==> config.mk <==
export PLATFORM = sky130hd
export DESIGN_NAME = nv_ram_fifo_ctl_16x65
export DESIGN_NICKNAME = d
export VERILOG_FILES = /design/src/rtl/nv_ram_fifo_pkg.sv /design/src/rtl/nv_ram_rwsp_16x65.sv /design/src/rtl/nv_ram_fifo_ctl_16x65.sv
export SDC_FILE = /design/constraint.sdc
export NUM_CORES = 1
export LEC_CHECK = 0
export BUFFER_PORTS_ARGS = -buffer_cell sky130_fd_sc_hd__buf_2
export CAP_MARGIN = 40
export CORE_MARGIN = 2
export CORE_UTILIZATION = 61
export DETAILED_ROUTE_END_ITERATION = 8
export PLACE_DENSITY = 0.79
export SYNTH_ARGS = -nofsm -noshare
export SYNTH_HDL_FRONTEND = slang
export SYNTH_HIERARCHICAL = 1
export SYNTH_SLANG_ARGS = --single-unit
==> constraint.sdc <==
create_clock -name clk -period 10.8 [get_ports clk]
set_input_delay 3.24 -clock clk [delete_from_list [all_inputs] [get_ports clk]]
set_output_delay 3.24 -clock clk [all_outputs]
set_load 0.03 [all_outputs]
==> src/rtl/nv_ram_fifo_pkg.sv <==
// Shared constants and types for the 16x65 RAM-backed FIFO controller.
//   FIFO_DEPTH : RAM entries
//   FIFO_WIDTH : payload bits
//   PTR_W      : RAM address width
//   CNT_W      : occupancy counter width (0..17 must fit)
package nv_ram_fifo_pkg;

  localparam int FIFO_DEPTH = 16;
  localparam int FIFO_WIDTH = 65;
  localparam int PTR_W      = 4;
  localparam int CNT_W      = 5;

  typedef logic [FIFO_WIDTH-1:0] payload_t;
  typedef logic [PTR_W-1:0]      ptr_t;
  typedef logic [CNT_W-1:0]      cnt_t;

  localparam cnt_t RAM_FULL_CNT = cnt_t'(FIFO_DEPTH);

  // Up/down counter step; simultaneous inc and dec cancel out.
  function automatic cnt_t cnt_step(input cnt_t c, input logic inc, input logic dec);
    return c + cnt_t'(inc) - cnt_t'(dec);
  endfunction

endpackage

==> src/rtl/nv_ram_rwsp_16x65.sv <==
// 16x65 single-port-read / single-port-write RAM model with a registered
// read address (ra_d) and a registered output (dout_r).
//   clk           : clock
//   pwrbus_ram_pd : power-control bus (no function in this model)
//   re, ra        : read-address capture enable and address
//   we, wa, di    : write enable, address, data
//   ore           : output-register enable; dout_r <= mem[ra_d]
//   dout          : registered read data
module nv_ram_rwsp_16x65
  import nv_ram_fifo_pkg::*;
(
  input  logic                  clk,
  input  logic [31:0]           pwrbus_ram_pd,
  input  logic                  re,
  input  logic [PTR_W-1:0]      ra,
  input  logic                  we,
  input  logic [PTR_W-1:0]      wa,
  input  logic [FIFO_WIDTH-1:0] di,
  input  logic                  ore,
  output logic [FIFO_WIDTH-1:0] dout
);

  payload_t mem [FIFO_DEPTH];
  ptr_t     ra_d;
  payload_t dout_r;

  logic unused_pwrbus;
  assign unused_pwrbus = ^pwrbus_ram_pd;

  always_ff @(posedge clk) begin
    if (we) begin
      mem[wa] <= di;
    end
    if (re) begin
      ra_d <= ra;
    end
    if (ore) begin
      dout_r <= mem[ra_d];
    end
  end

  assign dout = dout_r;

endmodule

==> src/rtl/nv_ram_fifo_ctl_16x65.sv <==
// Valid/ready FIFO controller around a 16x65 registered-output RAM.
// The read side is a two-stage stall pipeline built from the RAM's own
// registers: S1 = read address captured (s1_vld), S2 = output register
// loaded (s2_vld, presented as rd_pvld). Capacity is 17 entries: 16 in
// the RAM plus one held in the output register.
//   clk, reset          : clock, synchronous active-high reset
//   wr_pvld/wr_prdy/wr_pd : write handshake and payload
//   rd_pvld/rd_prdy/rd_pd : read handshake and payload (rd_pd = RAM dout)
//   fifo_count          : entries held (0..17)
//   idle                : fifo_count == 0
//   pwrbus_ram_pd       : forwarded to the RAM
module nv_ram_fifo_ctl_16x65
  import nv_ram_fifo_pkg::*;
(
  input  logic                  clk,
  input  logic                  reset,
  input  logic                  wr_pvld,
  output logic                  wr_prdy,
  input  logic [FIFO_WIDTH-1:0] wr_pd,
  output logic                  rd_pvld,
  input  logic                  rd_prdy,
  output logic [FIFO_WIDTH-1:0] rd_pd,
  output logic [CNT_W-1:0]      fifo_count,
  output logic                  idle,
  input  logic [31:0]           pwrbus_ram_pd
);

  ptr_t wr_ptr;
  ptr_t rd_ptr;
  cnt_t unread_cnt;     // written, not yet issued to S1
  cnt_t ram_cnt;        // written, not yet captured into the output register
  cnt_t next_ram_cnt;
  cnt_t next_unread_cnt;
  logic s1_vld;
  logic s2_vld;
  logic wr_prdy_q;
  logic we;
  logic re;
  logic ore;

  always_comb begin
    we  = wr_pvld & wr_prdy;
    // Advance S1 into S2 whenever S2 is empty or being consumed.
    ore = ~reset & s1_vld & (~s2_vld | rd_prdy);
    // Issue a new read address whenever S1 is empty or moving on.
    re  = ~reset & (unread_cnt != '0) & (~s1_vld | ore);
    next_ram_cnt    = cnt_step(ram_cnt, we, ore);
    next_unread_cnt = cnt_step(unread_cnt, we, re);
  end

  always_ff @(posedge clk) begin
    if (reset) begin
      wr_ptr     <= '0;
      rd_ptr     <= '0;
      unread_cnt <= '0;
      ram_cnt    <= '0;
      s1_vld     <= 1'b0;
      s2_vld     <= 1'b0;
      // Preloaded so the port opens in the first cycle after reset;
      // the output is masked while reset is held.
      wr_prdy_q  <= 1'b1;
    end else begin
      if (we) begin
        wr_ptr <= wr_ptr + ptr_t'(1);
      end
      if (re) begin
        rd_ptr <= rd_ptr + ptr_t'(1);
      end
      unread_cnt <= next_unread_cnt;
      // A RAM slot frees only once its data reaches the output register,
      // so an entry sitting in S1 can never be overwritten.
      ram_cnt    <= next_ram_cnt;
      wr_prdy_q  <= (next_ram_cnt < RAM_FULL_CNT);
      if (re) begin
        s1_vld <= 1'b1;
      end else if (ore) begin
        s1_vld <= 1'b0;
      end
      if (ore) begin
        s2_vld <= 1'b1;
      end else if (rd_prdy) begin
        s2_vld <= 1'b0;
      end
    end
  end

  assign wr_prdy    = wr_prdy_q & ~reset;
  assign rd_pvld    = s2_vld & ~reset;
  assign fifo_count = reset ? '0 : ram_cnt + cnt_t'(s2_vld);
  assign idle       = (fifo_count == '0);

  nv_ram_rwsp_16x65 u_ram (
    .clk           (clk),
    .pwrbus_ram_pd (pwrbus_ram_pd),
    .re            (re),
    .ra            (rd_ptr),
    .we            (we),
    .wa            (wr_ptr),
    .di            (wr_pd),
    .ore           (ore),
    .dout          (rd_pd)
  );

endmodule

[Word level (Yosys, flattened, before mapping)]
Memories as Yosys holds them, arrays and structs flattened. A register that Yosys moved wholly into a read port is not among the register bits.
Cells that the tools add are included.
Storage, ports and cells
  register bits: 25
  bits in latches: 0
  bits in writable memories: 1040
  bits in read-only memories: 0
  input bits: 101
  output and inout bits: 73
  word-level logic and storage cells: 40
  memories kept: 1
Memories
  u_ram.mem: words 16, bits a word 65, rd ports 1, clocked after memory_dff 1, wr ports 1, RTL line nv_ram_rwsp_16x65.sv:23  | payload_t mem [FIFO_DEPTH];
Operators by class
  $add $sub $neg: 7
  multipliers: 0
  divide/modulo/power cells: 0
  $lt $le $gt $ge: 1
  eq/ne operators: 0
  shift-type cells: 0
  multiplexer cells: 7
  bitwise gates (word level): 12
  reduce and logical (&&, ||, !) cells: 4
Operator list (number)
  5-bit by 1-bit adder with 5-bit output: 3
  5-bit by 1-bit subtractor with 5-bit output: 2
  4-bit by 1-bit adder with 4-bit output, second input constant: 2
  1-bit AND: 7
  1-bit two-way mux: 6
  5-bit logical NOT: 1
  5-bit less-than comparator, second input constant: 1
  5-bit two-way mux: 1
  5-bit nonzero test: 1
  2-bit nonzero test: 2
  1-bit NOT: 3
  1-bit bitwise OR: 2

[Depth between registers and ports, before layout]
  depth in word-level cells: 6
  depth in mapped cells: 12
  mapped depth without buffers: 12

[By module]
Netlist, hierarchy kept.
By module, submodules not included
  nv_ram_rwsp_16x65: times used 1, cells each 1677, area an instance 41010.6 µm², sequential area each 33301.9 µm²
  nv_ram_fifo_ctl_16x65: times used 1, cells each 129, area an instance 1224.9 µm², sequential area each 420.4 µm²

[Least setup slack after synthesis]
Ideal clock, no wire load.
  path kind: input to register
  start: in reset
  end: mem u_ram/mem[0][0] in the netlist's numbering (enable)
  data arrival time: 8.432 ns
  required time: 10.232 ns
  path slack: 1.800 ns
  stages: 4
  path buffers: 1
  cell sequence: and3b_1 buf_2 or3b_1 nor3_1
On the way
  word-level cells in the longest chain between the ends: 5
Ends and longest elaborated chain
  from (decl): RTL line nv_ram_fifo_ctl_16x65.sv:16  | input logic reset,
  1-bit NOT: RTL line nv_ram_fifo_ctl_16x65.sv:87  | assign wr_prdy = wr_prdy_q & ~reset;
  1-bit AND: RTL line nv_ram_fifo_ctl_16x65.sv:87
  1-bit AND: RTL line nv_ram_fifo_ctl_16x65.sv:42  | we = wr_pvld & wr_prdy;
  net we: RTL line nv_ram_fifo_ctl_16x65.sv:37  | logic we;
  1-bit two-way mux: RTL line nv_ram_rwsp_16x65.sv:31  | if (we) begin
  1-bit two-way mux (implied by the code): RTL line nv_ram_rwsp_16x65.sv:32  | mem[wa] <= di;
  to (decl): RTL line nv_ram_rwsp_16x65.sv:23
The timed path passes the listed nets, and every way through them passes these cells.

[Final worst setup path]
  start: in reset
  end: out idle
On the way
  word-level cells in the longest chain between the ends: 2
Ends and longest elaborated chain
  5-bit two-way mux: RTL line nv_ram_fifo_ctl_16x65.sv:89  | assign fifo_count = reset ? '0 : ram_cnt + cnt_t'(s2_vld);
  5-bit logical NOT: RTL line nv_ram_fifo_ctl_16x65.sv:90  | assign idle = (fifo_count == '0);
  to (decl): RTL line nv_ram_fifo_ctl_16x65.sv:24  | output logic idle,
No other way between the ends.

==> summary.md <==
| Metric | Value |
|---|---|
| Power density cells | `about 230 nW/um^2` |
| Clock latency of the later-clocked register in the worst-skew pair | `just under 0.7 ns` |
| Endpoint of the worst-slack reg-to-reg timing path | `u_ram/mem[2][24]` |
| Transition at the pin with the smallest max-transition slack | `0.983 ns` |
| Setup CP Type | `input pin to primary output` |
| FF-to-FF Start | `wr_prdy_q` |
| Number of H-tree branching levels | `3` |
| Final worst-path cycle share | `0.723` |
| Total count of max-transition violations in the final report | `0` |
| Number of stages on the worst setup path | `5` |
| R2r worst-path depth | `4` |
| Hold buffer count at CTS | `0` |
| Largest net degree at the start of global routing | `around 160` |
| Detailed placer's ending HPWL | `46600 um` |
| Post-CTS clock slew at the launch and capture registers of the worst setup and hold paths | `around 0.06 ns` |
| Critical path destination | `idle` |
| Antenna violations before repair | `10` |
| Total Routing Usage GR | `0.281` |
| Number of violations reported at the end of detailed-routing iteration 0 | `2452` |
| Area share of the leading cell type in the synthesized netlist | `0.788` |
| TritonCTS clock tree | `built` |
| Required time of the worst setup path | `7.56 ns` |
| Hold Path Stages | `0` |
| Most numerous cell on the critical path | `buf_2` |
| Routability congestion estimate | `0.710` |
| Cell variety after synth | `35` |
| Path class of the lowest-slack min-delay path | `flip-flop to flip-flop` |
| Switching share of power | `0.259` |
| Final setup fails | `0` |
| Number of global-route vias before repair | `21296` |
| Data arrival time of the critical path | `about 4.6 ns` |
| Signed area change from the synthesized netlist to the final layout | `13.8%` |
| Number of buffer and inverter stages on the critical path | `2` |
| Sequential cell fraction of total power | `0.465` |
| Post-synthesis cell area | `42200 um^2` |
| Launching element of the worst setup path | `reset` |
| Number of cell rows | `96` |
| Number of routed nets with antenna violations | `0` |
| Number of standard cells after synthesis | `1806` |
| Family with the most delay on the worst path | `buffers and inverters` |
| Boundary Pins | `approximately 170` |
| Max FO, Critical Path | `31` |
| Most common cell after layout, fill and taps aside | `edfxtp_1` |
| Clock buffers created by TritonCTS | `105` |
| Switching power of the nets | `roughly 2.8 mW` |
| Layout Utilization | `0.701` |
| Internal cell power | `8.09 mW` |
| Via total after detailed routing | `around 20000` |
| Sequential area share after synthesis | `0.798` |
| Max-slew headroom at the worst pin | `0.345` |
| Final Worst Setup Slack | `2.99 ns` |
| Post-detailed-route via-to-cell ratio | `6.61` |
| Outcome | `finished, final reports clean` |
| Cell-by-cell trace of the critical path | `buf_2, nor2_1, or3_1, nor3_1, buf_2` |
| Top cells by area in the synthesized netlist | `edfxtp_1 (79%), mux4_2 (14%), a22oi_1 (2.3%)` |
| Minimum clock period after layout | `roughly 7.8 ns` |
| Buffers inserted by post-CTS timing repair | `0` |
| Clk pwr share | `0.347` |
| Fraction of layout instances using a drive strength above 1 | `0.303` |
| Post-place instance area | `44500 um^2` |
| Flops & latches, synth | `roughly 1100` |
| Startpoint kind of the worst setup timing path | `input pin` |
| Wire length of the first global-routing pass | `143000 um` |
| Nets in the synthesized netlist | `1926` |
| Post-detailed-route DRC marker count | `0` |
| Cell type with the largest total area after synthesis | `edfxtp_1` |
| Crit path capture type | `primary output` |
| Achievable frequency | `128 MHz` |
| Unrepaired setup endpoints after global routing | `no` |
| FF-to-FF setup slack | `7.50 ns` |
| Post-cts resize count | `0` |
| Setup TNS | `0 ns` |
| Final setup skew | `0.0254 ns` |
| Average footprint of a synthesized cell | `23.4 um^2` |
| Synth warnings | `6` |
| Tightest hold margin | `0.487 ns` |
| Initial Utilization | `0.616` |
| Total count of hold-check failures in the final report | `0` |
| Chip height | `267 um` |
| First-pass iteration count of the detailed router | `5` |
| Clock Sinks | `1130` |
| Largest stage delay on the critical path | `between 0.4 and 0.5 ns` |
| I/O Buffers | `about 140` |
| Max-cap viol count | `0` |
| Area of all placed cells without fillers | `48100 um^2` |
| Filler Cells Inserted | `3752` |
| Peak supply drop | `0.188 mV` |
| Number of buffers on the longest clock path | `3` |
| Nets | `about 2100` |
| Post-Place Setup Slack | `2.96 ns` |
| Clock Root Buffer | `clkbuf_16` |
| Combinational power share | `0.188` |
| DRT Wirelength | `97900 um` |
| Static Leak | `15.4 nW` |
| Die boundary width | `267 um` |
| Most used cells in the layout excluding fill and tap cells | `edfxtp_1 (1109), mux4_2 (260), buf_2 (141)` |
| Avg WL per Cell | `32.1 um` |
| Crit-path slowest cell | `buf_2` |
| Placeable core region | `around 69000 um^2` |
| Overflow after GRT | `0` |
| Die area | `slightly above 70000 um^2` |
==> worst min path at each step <==
stage	from	end	slack, ns
6_report	rd_ptr[3]	u_ram/ra_d[3]	0.49
5_1_grt	rd_ptr[3]	u_ram/ra_d[3]	0.51
4_1_cts	rd_ptr[3]	u_ram/ra_d[3]	0.48
3_5_place_dp	rd_ptr[3]	u_ram/ra_d[3]	0.47
3_3_place_gp	rd_ptr[3]	rd_ptr[3]	0.45
2_1_floorplan	rd_ptr[3]	rd_ptr[3]	0.43
==> stage by stage <==
step | instances | total power [mW]
after floorplan | 1806 | 6.67
after global placement | 2821 | 7.09
after detailed placement | 2841 | 7.18
after CTS | 3036 | 11.0
after global routing | 3041 | 11.3
final | 3049 | 10.9
==> power by group through the flow <==
| stage | combinational (mW) | sequential, mW | clock [mW] |
|---|---|---|---|
| floorplan | 1.40 | 5.27 | 0 |
| global placement | 1.92 | 5.17 | 0 |
| detailed placement | 2.01 | 5.17 | 0 |
| CTS | 2.07 | 5.08 | 3.85 |
| global route | 2.19 | 5.09 | 3.99 |
| finish | 2.05 | 5.08 | 3.80 |
==> worst register-to-register path: stages, from the launching register on <==
cell and delay, ns:
dfxtp_1 0.32, and3b_1 0.42, or3b_1 0.57, nor2_4 0.76
buf_4 0.85
==> kinds of logic after synthesis <==
| logic type | synth area share |
|---|---|
| muxes | 0.139 |
| and+or+nand+nor | 0.0148 |
| xor gates and xnor gates | 0.00290 |
| adders and majority gates | 0.00598 |
| AOI/OAI and AO/OA | 0.0253 |
| DFF | 0.798 |
| buffers and inverters | 0.0135 |
==> cell usage after synthesis, drive strengths merged <==
library cell / number
edfxtp: 1109
mux4: 260
a22oi: 130
nand2: 72
buf: 54
clkbuf: 36
nor2: 29
dfxtp: 21
ha: 17
inv: 12
nor2b: 11
xnor2: 9
nand2b: 8
a21oi: 5
nor3: 5
xor2: 5
a21o: 3
o21ai: 3
fa: 2
mux2i: 2
nand3b: 2
nand4: 2
or3: 2
a211oi: 1
and2: 1
and3b: 1
nand3: 1
nor4b: 1
o32ai: 1
or3b: 1
==> layer usage <==
metal	global-route usage	up-vias	share of wire
met4	0.109	6	0.034
li1	-	8095	-
met5	0	-	0.00039
met3	0.0472	231	0.088
met1	0.377	10612	0.36
met2	0.471	1216	0.52
==> state kept, by name, summed over array words and instances, names as in the netlist <==
name        flops
wr_ptr          4
s2_vld          1
rd_ptr          4
u_ram/mem    1040
u_ram/dout     65
ram_cnt         5
wr_prdy_q       1
u_ram/ra_d      4
unread_cnt      5
s1_vld          1
==> final cells by class <==
type / instances / area, um^2 / share of cell area
antenna: 12 / 30.0 / 0.000625
clock buffer: 127 / 2710 / 0.0564
clock inverter: 68 / 823 / 0.0171
inverter: 12 / 45.0 / 0.000937
multi-input combinational: 574 / 8080 / 0.168
sequential: 1130 / 33700 / 0.702
tap: 931 / 1160 / 0.0242
timing repair buffer: 195 / 1490 / 0.0310
(Power assumes the default switching activity.)
